`config.mk`:
```
export PLATFORM = sky130hd
export DESIGN_NAME = debug_sender
export DESIGN_NICKNAME = d
export VERILOG_FILES = /design/src/rtl/debug_sender.sv
export SDC_FILE = /design/constraint.sdc
export NUM_CORES = 1
export LEC_CHECK = 0
export BUFFER_PORTS_ARGS = -buffer_cell sky130_fd_sc_hd__clkbuf_2
export CELL_PAD_IN_SITES_DETAIL_PLACEMENT = 0
export CELL_PAD_IN_SITES_GLOBAL_PLACEMENT = 1
export CORE_MARGIN = 1.5
export CORE_UTILIZATION = 42
export DETAILED_ROUTE_END_ITERATION = 10
export PLACE_DENSITY = 0.87
export REMOVE_ABC_BUFFERS = 1
export SLEW_MARGIN = 15
export SYNTH_ARGS = -nofsm -noshare
export SYNTH_HDL_FRONTEND = slang
export SYNTH_SLANG_ARGS = --single-unit
```
`constraint.sdc`:
```
create_clock -name clk -period 3.35 [get_ports clk]
set_input_delay 0 -clock clk [delete_from_list [all_inputs] [get_ports clk]]
set_output_delay 0 -clock clk [all_outputs]
set_load 0.02 [all_outputs]
```
`src/rtl/debug_sender.sv`:
```
// rtl/debug_sender.sv - streams PC, register file and data memory words out byte-wise over a UART tx handshake
module debug_sender #(
    parameter int len       = 32,
    parameter int cant_regs = 32,
    parameter int cant_mem  = 16
) (
    input  logic           clk,
    input  logic           reset,
    input  logic           start,
    input  logic [len-1:0] pc,
    input  logic [len-1:0] data_in,
    input  logic           tx_done,
    output logic           enable_next,
    output logic           send_regs,
    output logic           restart,
    output logic           tx_start,
    output logic [7:0]     tx_data,
    output logic           busy,
    output logic           done
);

    localparam int NBYTES = len / 8;
    localparam int BCW    = (NBYTES > 1) ? $clog2(NBYTES) : 1;
    localparam int MAXW   = (cant_regs > cant_mem) ? cant_regs : cant_mem;
    localparam int WCW    = $clog2(MAXW + 1);

    localparam logic [BCW-1:0] LAST_BYTE = BCW'(NBYTES - 1);
    localparam logic [WCW-1:0] REGS_N    = WCW'(cant_regs);
    localparam logic [WCW-1:0] MEM_N     = WCW'(cant_mem);

    localparam logic [2:0] S_IDLE    = 3'd0;
    localparam logic [2:0] S_RESTART = 3'd1;
    localparam logic [2:0] S_FETCH   = 3'd2;
    localparam logic [2:0] S_LATCH   = 3'd3;
    localparam logic [2:0] S_SEND    = 3'd4;
    localparam logic [2:0] S_WAIT_TX = 3'd5;
    localparam logic [2:0] S_NEXT    = 3'd6;
    localparam logic [2:0] S_DONE    = 3'd7;

    localparam logic [1:0] PH_PC   = 2'd0;
    localparam logic [1:0] PH_REGS = 2'd1;
    localparam logic [1:0] PH_MEM  = 2'd2;

    logic [2:0]     state_q, state_d;
    logic [1:0]     phase_q, phase_d;
    logic [len-1:0] word_q, word_d;
    logic [BCW-1:0] byte_cnt_q, byte_cnt_d;
    logic [WCW-1:0] word_cnt_q, word_cnt_d;
    logic [WCW-1:0] word_cnt_inc;
    logic           send_regs_q, send_regs_d;
    logic [7:0]     tx_data_q, tx_data_d;

    assign word_cnt_inc = word_cnt_q + 1'b1;

    always_comb begin
        state_d     = state_q;
        phase_d     = phase_q;
        word_d      = word_q;
        byte_cnt_d  = byte_cnt_q;
        word_cnt_d  = word_cnt_q;
        send_regs_d = send_regs_q;
        case (state_q)
            S_IDLE: begin
                if (start) begin
                    state_d = S_RESTART;
                end
            end
            S_RESTART: begin
                word_d     = pc;
                phase_d    = PH_PC;
                byte_cnt_d = '0;
                state_d    = S_SEND;
            end
            S_FETCH: begin
                state_d = S_LATCH;
            end
            S_LATCH: begin
                word_d     = data_in;
                byte_cnt_d = '0;
                state_d    = S_SEND;
            end
            S_SEND: begin
                state_d = S_WAIT_TX;
            end
            S_WAIT_TX: begin
                // tx_done is only honoured here, so a pulse coincident with tx_start cannot skip a byte
                if (tx_done) begin
                    word_d     = word_q << 8;
                    byte_cnt_d = byte_cnt_q + 1'b1;
                    state_d    = (byte_cnt_q == LAST_BYTE) ? S_NEXT : S_SEND;
                end
            end
            S_NEXT: begin
                case (phase_q)
                    PH_PC: begin
                        phase_d     = PH_REGS;
                        send_regs_d = 1'b1;
                        word_cnt_d  = '0;
                        state_d     = S_FETCH;
                    end
                    PH_REGS: begin
                        word_cnt_d = word_cnt_inc;
                        state_d    = S_FETCH;
                        if (word_cnt_inc == REGS_N) begin
                            if (cant_mem > 0) begin
                                phase_d     = PH_MEM;
                                send_regs_d = 1'b0;
                                word_cnt_d  = '0;
                            end else begin
                                state_d = S_DONE;
                            end
                        end
                    end
                    default: begin
                        word_cnt_d = word_cnt_inc;
                        state_d    = (word_cnt_inc == MEM_N) ? S_DONE : S_FETCH;
                    end
                endcase
            end
            S_DONE: begin
                send_regs_d = 1'b1;
                state_d     = S_IDLE;
            end
            default: begin
                state_d = S_IDLE;
            end
        endcase
    end

    // Byte is loaded on entry to SEND so tx_data is already valid alongside tx_start
    assign tx_data_d = (state_d == S_SEND) ? word_d[len-1 -: 8] : tx_data_q;

    always_ff @(posedge clk or posedge reset) begin
        if (reset) begin
            state_q     <= S_IDLE;
            phase_q     <= PH_PC;
            word_q      <= '0;
            byte_cnt_q  <= '0;
            word_cnt_q  <= '0;
            send_regs_q <= 1'b1;
            tx_data_q   <= 8'd0;
        end else begin
            state_q     <= state_d;
            phase_q     <= phase_d;
            word_q      <= word_d;
            byte_cnt_q  <= byte_cnt_d;
            word_cnt_q  <= word_cnt_d;
            send_regs_q <= send_regs_d;
            tx_data_q   <= tx_data_d;
        end
    end

    assign enable_next = (state_q == S_FETCH);
    assign restart     = (state_q == S_RESTART);
    assign tx_start    = (state_q == S_SEND);
    assign done        = (state_q == S_DONE);
    assign busy        = (state_q != S_IDLE);
    assign send_regs   = send_regs_q;
    assign tx_data     = tx_data_q;

endmodule

```
=== Yosys cells after proc, flatten, opt, wreduce, memory -nomap -nowiden ===
Index checks and enable logic that the tools add are counted.

* Flip-flop bits (word level): 54
* Memories: 0
* Input bits: 68
* Latch bits: 0
* RAM bits: 0
* ROM bits: 0
* Output and inout port bits: 14
* Logic and storage cells: 56

* Multipliers: 0
* Div/mod/pow operators: 0
* Bitwise logic cells: 0
* Reductions and logical operators: 13
* Mux-type cells: 18
* Shift operators: 0
* Magnitude comparators: 0
* Equal/unequal tests: 15
* Add/sub/neg operators: 2

{| class="wikitable"
|+ Operators by type and width
! operator !! count
|-
| case mux 32 bit (3 select lines) || 1
|-
| 2-to-1 mux 32 bit || 1
|-
| case mux 3 bit (7 select lines) || 1
|-
| == test 3 bit (second input constant) || 5
|-
| 2-to-1 mux 3 bit || 4
|-
| case mux 2 bit (2 select lines) || 3
|-
| case mux 6 bit (2 select lines) || 1
|-
| adder 6 x 1 -> 6 bit (second input constant) || 1
|-
| == test 3 x 2 -> 1 bit (second input constant) || 2
|-
| == test 6 x 5 -> 1 bit (second input constant) || 1
|-
| == test 6 bit (second input constant) || 1
|-
| 2-to-1 mux 2 bit || 3
|-
| 2-to-1 mux 6 bit || 1
|-
| AND reduction 3 bit || 2
|-
| nonzero test 2 bit || 3
|-
| nonzero test 3 bit || 2
|-
| case mux 1 bit (2 select lines) || 2
|-
| AND reduction 2 bit || 2
|-
| OR reduction 2 bit || 2
|-
| == test 3 x 1 -> 1 bit (second input constant) || 1
|-
| logical NOT 3 bit || 1
|-
| inequality test 3 x 2 -> 1 bit (second input constant) || 1
|-
| inequality test 3 bit (second input constant) || 1
|-
| adder 2 x 1 -> 2 bit (second input constant) || 1
|-
| 5 further kinds || 5
|}

=== Depth between registers and ports, before layout ===
Gate-level depths: netlist (run 1).

* Depth after elaboration: 6
* Mapped depth: 8
* Mapped depth without buffers: 7

=== Worst setup path after synthesis (run 1) ===
OpenSTA, ideal clock, no wires.

* Kind: reg2reg
* Start point: reg word_cnt_q[0]
* End point: reg tx_data_q[0] (netlist: tx_data[0])
* Required time: 3.225 ns
* Clock period less this slack: 2.142 ns
* Setup time: 0.125 ns
* Arrival: 2.017 ns
* Path buffers: 0
* Stages on the path, launching flop included: 8
* Path slack: 1.208 ns
* Path through: dfrtp_1 ha_1 nand3_1 xnor2_1 nor4bb_1 a22oi_1 o211ai_4 mux2_2

* Cells in the longest elaborated chain, start to end: 6

{| class="wikitable"
|+ RTL lines
! what !! RTL line !! text
|-
| start: declaration || 48 || <nowiki>logic [WCW-1:0] word_cnt_q, word_cnt_d;</nowiki>
|-
| start signal: assignment || 147 || <nowiki>word_cnt_q <= word_cnt_d;</nowiki>
|-
| adder 6 x 1 -> 6 bit || 53 || <nowiki>assign word_cnt_inc = word_cnt_q + 1'b1;</nowiki>
|-
| == test 6 x 5 -> 1 bit || 116 || <nowiki>state_d = (word_cnt_inc == MEM_N) ? S_DONE : S_FETCH;</nowiki>
|-
| 2-to-1 mux 3 bit || 116 ||
|-
| 2-to-1 mux 3 bit || - ||
|-
| case mux 3 bit (7 select lines) || 62 || <nowiki>case (state_q)</nowiki>
|-
| == test 3 bit || 131 || <nowiki>assign tx_data_d = (state_d == S_SEND) ? word_d[len-1 -: 8] : tx_data_q;</nowiki>
|-
| end signal: assignment || 149 || <nowiki>tx_data_q <= tx_data_d;</nowiki>
|-
| end: declaration || 51 || <nowiki>logic [7:0] tx_data_q, tx_data_d;</nowiki>
|}

No other way between the ends.
A chain may end at the register's enable or synchronous reset.

=== Worst setup path in the final report (run 1) ===
* Start point: reg state_q[2]
* End point: reg word_q[10]

* Cells in the longest elaborated chain, start to end: 3
* Elaborated cells between the ends (all ways): 7
* Classes of those cells: eq/ne: 4; mux: 1; reduce/logical: 2

{| class="wikitable"
|+ RTL lines
! what !! RTL line !! text
|-
| start: declaration || 44 || <nowiki>logic [2:0] state_q, state_d;</nowiki>
|-
| start signal: assignment || 143 || <nowiki>state_q <= state_d;</nowiki>
|-
| == test 3 bit, or another cell as far along || 62 ||
|-
| inequality test 2 bit (no source line) / nonzero test 3 bit (equally long branches) || - ||
|-
| AND reduction 2 bit (no source line) || - ||
|-
| end signal: assignment || 145 || <nowiki>word_q <= word_d;</nowiki>
|-
| end: declaration || 46 || <nowiki>logic [len-1:0] word_q, word_d;</nowiki>
|}

Parallel ways exist; a longest one is shown, timed or not.

==> results of run 1 <==
-- worst paths after layout --
check                                  startpoint                     end  slack (ns)  cells after the start
max                          state_q[2]$_DFF_PP0_  word_q[10]$_DFFE_PP0P_        0.80                      5
min                                        pc[30]    word_q[30]$_DFF_PP0_        0.06                      4
max reg2reg                  state_q[2]$_DFF_PP0_  word_q[10]$_DFFE_PP0P_        0.80                      5
min reg2reg                word_q[16]$_DFFE_PP0P_  word_q[16]$_DFFE_PP0P_        0.48                      2
max in group asynchronous                   reset   send_regs$_DFFE_PP1P_        2.30                      4
min in group asynchronous                   reset   word_q[0]$_DFFE_PP0P_        0.25                      3
-- per-stage QoR --
stage | hold slack [ns] | total power [uW]
CTS | 0.0598 | 2620
finish | 0.0615 | 2630
detailed placement | 0.0605 | 2060
global route | 0.0670 | 2820
global placement | 0.0548 | 2030
floorplan | 0.125 | 1720
-- worst reg2reg max path, delay by kind of cell (launching register included) --
family / cells / cell delay [ns]
simple gates: 3 / 1.11
buf+inv: 1 / 0.63
flops: 1 / 0.46
compound gates: 1 / 0.30
-- state kept, by name, summed over array words and instances, names as in the netlist --
signal	flops
word_q	32
tx_data	8
word_cnt_q	6
state_q	3
byte_cnt_q	2
phase_q	2
send_regs	1
-- cells in the final DEF, fill, tap and decap left out, types with 5 or more instances in the layout --
cell	instances
a221o_2	8
a222oi_1	24
buf_4	6
clkbuf_2	81
clkbuf_8	5
dfrtp_1	53
dlygate4sd3_1	50
inv_1	13
mux2_2	9
mux2i_1	8
nand2_1	47
nor2_1	17
o21ai_0	9
-- synthesized netlist by cell type (2+ instances only) --
cell type,count
nand3_1,3
clkbuf_8,3
ha_1,3
or3_1,3
a21oi_1,3
o21ai_0,9
mux2_2,9
nand2_1,47
a222oi_1,24
nor3_1,2
and3_1,2
inv_1,14
nor2_1,17
clkbuf_1,9
o31ai_1,3
dfrtp_1,53
mux2i_1,8
a221o_2,8
buf_6,2
-- area by class of cell --
class	count	area [um2]	share of cell area, %
flip-flops and latches	54	1350	37.0
multi-input cells	162	1110	30.4
repair buffers	137	951	26.0
well taps	75	93.8	2.57
clock buffers	5	68.8	1.88
inverters	14	52.6	1.44
clock inverters	3	25.0	0.685
-- routing by layer --
metal  vias up  track usage [%]  wire, um
met1      1182             26.2      2830
met3         7             4.67       397
li1       1166                -         -
met2        85             37.6      3580
met4         0             6.27        69
met5         -                0         0
-- power by group through the flow --
stage	Clock, uW	Combinational [uW]	Sequential (uW)
floorplan	0	665	1060
finish	377	1240	1010
global route	416	1370	1030
global placement	0	1020	1000
CTS	391	1230	1000
detailed placement	0	1040	1020
-- kinds of logic (layout without fill, tap and decap cells) --
logic type	after synthesis	count (layout)	synth area share, %
simple gates	84	84	14.2
compound gates	57	57	19.4
flops	54	54	51.7
buf+inv	29	159	6.02
mux	17	17	6.93
fa+ha+maj	3	3	1.43
xor+xnor	1	1	0.335
-- timing repair --
action	4_1_cts	5_1_grt
endpoints found under the hold margin	49	0
endpoints found under the setup margin	0	0
hold buffers	50	0
==> results.cfg, run 1 <==
[status]
status = finished, final reports clean

[sta]
worst-slew-pin-transition_ns = 1.05
fin_crit_sh_pct = 76.2
clock_skew_ns = 0.00843
min_period_ns = 2.55
relSlewSlack_pct = 30.0
fin_ws_ns = 0.798
hold_viol = 0
setup_violations = 0
maxSlewViolCount = 0
fmaxAchievable_ghz = 0.392
tns_ns = 0
rsz0062_at_grt = no

[global_route]
grt_max_degree = 31
grt_first_pass_wirelength_mm = 10.8
grt_pass1_vias = 2386
grt.total_usage_pct = 21.4
antenna_found_initial = 0
gr-total-overflow = 0

[power_and_ir_drop]
irDropWorstVdd_mv = 0.387
p_sw_uw = 985
leakage_uw = 0.00179
combPwrFrac_pct = 47.3
intPower_uw = 1640
switching_share_pct = 37.5
power_frac_clock_pct = 14.3
power_density_nw_per_um2 = 719
seq_power_share_pct = 38.3

[logic_synthesis]
synthFlopType = dfrtp_1
synthCells = 245
synth_largest_area_cell = dfrtp_1
yosysUniqueCellTypes = 42
syn_area_um2 = 2620
yosys_warnings = 0
synth.avg_cell_area_um2 = 10.7
ys_async_sr_fraction_pct = 100
ys_top_cells_by_area = dfrtp_1, a222oi_1, nand2_1
netlist.area_leader.share_pct = 50.7
synth-edff-count = 0
ys_ff_latch = 54
ys_seq_area_share_pct = 51.7

[setup_path]
cp.required_ns = 3.61
slowest_delay_ns = 0.85
cp_cell_sequence = and2b_2 -> and3_1 -> a222oi_1 -> dlygate4sd3_1 -> nand2_1
crit_fanout = 27
crit_type = reg -> reg
path_buf_inv = 1
critPathSlowestCell = and3_1
endpoint_kind = flip-flop
cp_top_family = simple AND/OR/NAND/NOR gates
start_kind = flip-flop
cp.arrival_ns = 2.81

[cts]
cts.sink_count = 54
clkLatencyLatePin_ns = 0.31
root_buffer = clkbuf_8
post_cts_buffers = 0
ctsLongestPathBuffers = 2
path_clk_slew_ns = 0.10
cts.htree.levels = 2
postCtsResizedCells = 0
tritoncts = built
cts_made_buffers = 5

[job]
max_cap_violations = 0

[floorplanning]
num_rows = 28
dieArea_um2 = 6710
coreArea_um2 = 5960
ioPinCount = 82
start_util_pct = 43.9
dieHeight_um = 81.9
fp.dieW_um = 81.9

[final_layout]
syn_to_final_growth_pct = 39.6
num_antenna_cells = 0
num-fill-cells = 486
nNetsFinal = 445
drive_gt1_share_pct = 32.3
fin_area_um2 = 3650
instances_no_fill = 450
utilization_pct = 61.4

[placed_design]
pre_cts_slack_ns = 0.858
dp.final_hpwl_mm = 4.33
dp_cells = 392
globalplace.congestion = 0.825
io_buffers = 81
placed_cell_area_um2 = 3060

[detailed_routing]
vias = 2440
drt_pass1_iterations = 7
routed_wl_mm = 6.87
ant_nets = 0
drc = 0
drt_iter0_drc = 220
vias_per_cell = 5.42
wl_per_cell_um = 15.3

[worst_hold_path]
hp-class = in -> reg
Note: power is estimated with default switching activity, not from simulation.
==> run 2: changes to the inputs <==
- ABC_AREA: unset -> 1
- CORE_UTILIZATION: 42 -> 37
- PLACE_DENSITY: 0.87 -> 0.81
- clock period: 3.35 -> 2.6 ns (I/O delays scaled with it)
==> results.cfg, run 2 <==
[final_layout]
utilization_pct = 57.6
largest_reg_flops = 32
num_antenna_cells = 0
most-common-layout-cells = nand2_1, clkbuf_2, dlygate4sd3_1
final_common_cell = nand2_1
largest_register = word_q
nNetsFinal = 544
drive_gt1_share_pct = 25.1
syn_to_final_growth_pct = 48.2

[worst_hold_path]
worstHoldStart = tx_done
hp-class = in -> reg
hold_depth = 3
hold-path-endpoint = byte_cnt_q[0]$_DFFE_PP0P_

[sta]
rsz0062_at_grt = no
hold_viol = 0
fmaxAchievable_ghz = 0.440
fin_crit_sh_pct = 87.4
relSlewSlack_pct = 53.6
min_period_ns = 2.27
worst-slew-pin-transition_ns = 0.694
maxSlewViolCount = 0
clock_skew_ns = 0.00650
tns_ns = 0
setup_violations = 0

[detailed_routing]
vias = 2690
drc = 0
vias_per_cell = 4.72
dr.max_layer_used = met4
wl_per_cell_um = 12.9
route.met3.wl_um = 197
drt_iter0_drc = 138
wl_met1_mm = 3.46
drt_pass1_iterations = 4
routed_wl_mm = 7.36
wl_met2_mm = 3.57
ant_nets = 0

[setup_path]
reg2reg_slack_ns = 0.33
crit_fanout = 26
crit_type = reg -> reg
r2r_end = word_q[21]$_DFFE_PP0P_
reg2reg_depth = 7
cp.required_ns = 2.86
start_kind = flip-flop
endpoint_kind = flip-flop
cp.arrival_ns = 2.53
r2r_start = state_q[1]$_DFF_PP0_

[logic_synthesis]
ys_async_sr_fraction_pct = 100
synthFlopType = dfrtp_1
ys_seq_area_share_pct = 50.3
ys_top_cells_by_area = dfrtp_1, nand2_1, nand4_1
synthCells = 323
synth-edff-count = 0
synth.most_common_cell = nand2_1
ys_ff_latch = 54
netlist.area_leader.share_pct = 49.4
yosys_warnings = 0
synthTopCellsByCount = nand2_1, dfrtp_1, nand4_1
syn_area_um2 = 2690
yosysUniqueCellTypes = 29
synth_largest_area_cell = dfrtp_1
synth.avg_cell_area_um2 = 8.32

[power_and_ir_drop]
power_frac_clock_pct = 16.3
seq_power_share_pct = 38.4
p_sw_uw = 1240
leakage_uw = 0.00199
intPower_uw = 1870
switching_share_pct = 39.8
power_density_nw_per_um2 = 781
irDropWorstVdd_mv = 0.342
combPwrFrac_pct = 45.3

[cts]
cts.sink_count = 54
root_buffer = clkbuf_8
cts.htree.levels = 2
tritoncts = built
clkLatencyLatePin_ns = 0.31
path_clk_slew_ns = 0.10
ctsLongestPathBuffers = 2
cts_made_buffers = 5

[global_route]
grt_first_pass_wirelength_mm = 12.1
grt_pass1_vias = 2634
antenna_found_initial = 0
grt.total_usage_pct = 20.2
gr-total-overflow = 0
grt_max_degree = 33

[floorplanning]
ioPinCount = 82
start_util_pct = 38.9
coreArea_um2 = 6910
dieArea_um2 = 7780
dieHeight_um = 88.2
num_rows = 30
fp.dieW_um = 88.2

[placed_design]
dp.final_hpwl_mm = 4.88
globalplace.congestion = 0.808
io_buffers = 81

[job]
max_cap_violations = 0

[status]
status = finished, final reports clean
==> run 2: cell count changes after synthesis, sizes merged, moves of 11 or more <==
cell    before  now
nand4        1   24
clkbuf      12    1
nand3        3   18
a22oi        1   18
nand2       47  139
a222oi      24    0
==> run 2: area by class of cell <==
type,instances,area [um2]
Fill cell,659,2930
Sequential cell,54,1350
Multi-Input combinational cell,238,1210
Timing Repair Buffer,155,1120
Tap cell,96,120
Clock buffer,6,82.6
Inverter,19,71.3
Clock inverter,2,16.3
==> run 2: worst max path at each step <==
stage                              startpoint                     end  slack [ns]  depth (start not counted)
finish                   state_q[1]$_DFF_PP0_  word_q[21]$_DFFE_PP0P_        0.33                          7
global route             state_q[1]$_DFF_PP0_  word_q[12]$_DFFE_PP0P_        0.18                          7
CTS                      state_q[1]$_DFF_PP0_  word_q[12]$_DFFE_PP0P_        0.04                          7
detailed placement       state_q[1]$_DFF_PP0_  tx_data[0]$_DFFE_PP0N_        0.58                          7
global placement    word_cnt_q[0]$_DFFE_PP0P_  tx_data[3]$_DFFE_PP0N_        0.55                         10
floorplan                state_q[0]$_DFF_PP0_  tx_data[0]$_DFFE_PP0N_        0.60                          6
==> run 2: cell families after synthesis <==
logic type	after synthesis	synth area share (%)
and+or+nand+nor	201	34.0
DFF	54	50.3
AOI/OAI and AO/OA	33	9.08
buffers and inverters	31	4.84
adders and majority gates	3	1.40
muxes	1	0.373
==> run 2: worst max-delay path, cell delays in order (launching register included) <==
cell and delay, ns:
dfrtp_1 0.46, inv_2 0.12, nand3_2 0.13, o21ai_4 0.56, buf_4 0.28, nand2_1 0.06
nand3_1 0.07, dlygate4sd3_1 0.54
==> run 2: layer usage <==
layer / global-route usage [%] / vias to the layer above
li1: - / 1375
met1: 26.9 / 1248
met2: 33.9 / 58
met3: 2.64 / 9
met4: 7.10 / 0
met5: 0 / -
==> run 2: through the flow <==
stage	area [um2]	total power (uW)	hold slack (ns)	cells	worst slack, ns
after floorplan	2630	1960	0.128	311	0.602
after global placement	3220	2350	0.135	497	0.552
after detailed placement	3220	2370	0.141	497	0.578
after CTS	3970	3110	0.0196	570	0.0422
after global routing	3980	3350	0.0331	570	0.176
final	3980	3110	0.0352	570	0.328
==> run 2: timing repair <==
| action | in CTS | in global routing |
|---|---|---|
| buffers inserted | 0 | 0 |
| hold buffers | 65 | 0 |
| endpoints found under the hold margin | 61 | 0 |
| endpoints found under the setup margin | 0 | 3 |
| gates resized for setup | 0 | 1 |
==> run 2: power by group through the flow <==
stage               Combinational (uW)  Sequential, uW  Clock, uW
floorplan                          729            1230          0
global placement                  1140            1210          0
detailed placement                1160            1210          0
CTS                               1400            1190        519
global route                      1570            1220        556
finish                            1410            1200        506
==> run 3: changes to the inputs <==
- CORE_ASPECT_RATIO: unset -> 2
- PLACE_DENSITY: 0.81 -> unset
- PLACE_DENSITY_LB_ADDON: unset -> 0.1
==> results.cfg, run 3 (synthesis gave the netlist of run 2 again) <==
[status]
status = finished, final reports clean

[job]
max_cap_violations = 0

[floorplanning]
start_util_pct = 38.4
dieHeight_um = 124
ioPinCount = 82
coreArea_um2 = 6990
fp.dieW_um = 63.3
num_rows = 43
dieArea_um2 = 7810

[cts]
root_buffer = clkbuf_16
ctsLongestPathBuffers = 2
cts.sink_count = 54
post_cts_buffers = 0
cts_made_buffers = 5
path_clk_slew_ns = 0.07
cts.htree.levels = 2
tritoncts = built
clkLatencyLatePin_ns = 0.29

[setup_path]
crit_type = reg -> reg
reg2reg_slack_ns = 0.33
start_kind = flip-flop
crit_fanout = 26
reg2reg_depth = 5
r2r_end = word_q[28]$_DFF_PP0_
cp.required_ns = 2.83
r2r_start = state_q[2]$_DFF_PP0_
cp.arrival_ns = 2.50
endpoint_kind = flip-flop

[worst_hold_path]
hp-class = in -> reg
hold_depth = 3
hold-path-endpoint = byte_cnt_q[0]$_DFFE_PP0P_
worstHoldStart = tx_done

[final_layout]
nNetsFinal = 543
most-common-layout-cells = nand2_1, clkbuf_2, dlygate4sd3_1
syn_to_final_growth_pct = 50.6
largest_reg_flops = 32
drive_gt1_share_pct = 24.9
largest_register = word_q
final_common_cell = nand2_1
multi_input_area_um2 = 1210
num-fill-cells = 678
num_antenna_cells = 0
final-seq-area_um2 = 1350
utilization_pct = 57.8

[sta]
relSlewSlack_pct = 52.4
fmaxAchievable_ghz = 0.441
fin_crit_sh_pct = 87.2
tns_ns = 0
min_period_ns = 2.27
setup_violations = 0
rsz0062_at_grt = no
maxSlewViolCount = 0
worst-slew-pin-transition_ns = 0.713
hold_viol = 0
fin_ws_ns = 0.334
clock_skew_ns = 0.00483

[power_and_ir_drop]
leakage_uw = 0.00202
power_density_nw_per_um2 = 825
power_uw = 3340
irDropWorstVdd_mv = 0.541

[placed_design]
io_buffers = 81
globalplace.congestion = 0.802
pre_cts_slack_ns = 0.416
dp.final_hpwl_mm = 5.56

[global_route]
grt_max_degree = 27
antenna_found_initial = 0
grt_first_pass_wirelength_mm = 12.8
gr-total-overflow = 0
grt_pass1_vias = 2819
grt.total_usage_pct = 21.4

[detailed_routing]
vias = 2775
drt_pass1_iterations = 5
drt_iter0_drc = 91
ant_nets = 0
vias_per_cell = 4.93
wl_per_cell_um = 13.9
drc = 0
routed_wl_mm = 7.80
[run 3: how the worst max path moves through the flow]
stage	cells after the start	from	to	slack, ns
floorplan	6	state_q[0]$_DFF_PP0_	tx_data[0]$_DFFE_PP0N_	0.60
global placement	6	state_q[2]$_DFF_PP0_	tx_data[3]$_DFFE_PP0N_	0.49
detailed placement	6	state_q[2]$_DFF_PP0_	tx_data[4]$_DFFE_PP0N_	0.42
CTS	5	state_q[2]$_DFF_PP0_	word_q[28]$_DFF_PP0_	0.06
global route	5	state_q[2]$_DFF_PP0_	word_q[26]$_DFF_PP0_	0.14
finish	5	state_q[2]$_DFF_PP0_	word_q[28]$_DFF_PP0_	0.33
[run 3: per-stage QoR]
stage,std cells,hold WS [ns],instance area (um2)
3_5_place_dp,490,-0.0282,3220
5_1_grt,563,0.0774,4050
6_report,563,0.0700,4050
3_3_place_gp,490,-0.0283,3220
4_1_cts,563,0.0378,4040
2_1_floorplan,311,0.128,2630
[run 3: layer usage]
metal	GRT usage (%)	vias up	part of all wire (%)
li1	-	1372	-
met1	22.3	1329	37
met2	42.4	61	58
met3	2.37	13	2.6
met4	9.10	0	2.7
met5	0	-	0
[run 3: cell type report]
cell class	instances	area share (%)
tap	90	2.78
inverter	19	1.76
timing repair buffer	154	27.9
multi-input combinational	238	30.0
clock buffer	8	4.11
sequential	54	33.4
[run 3: timing repair]
| action | 4_1_cts | 5_1_grt |
|---|---|---|
| resized for setup | 0 | 1 |
| hold endpoints to repair | 45 | 0 |
| setup endpoints to repair | 0 | 15 |
| hold buffers | 65 | 0 |
[run 3: worst max-delay path, cell delays in order, from the launching register on]
cell and delay [ns]:
dfrtp_1 0.58, nand3_2 0.21, o21ai_4 0.60, nand2_1 0.12
nand4_1 0.13, dlygate4sd3_1 0.56
[run 3: power breakdown]
group | switching, uW | internal (uW) | total [uW]
sequential | 167 | 1060 | 1220
combinational | 798 | 578 | 1380
clock | 300 | 437 | 736
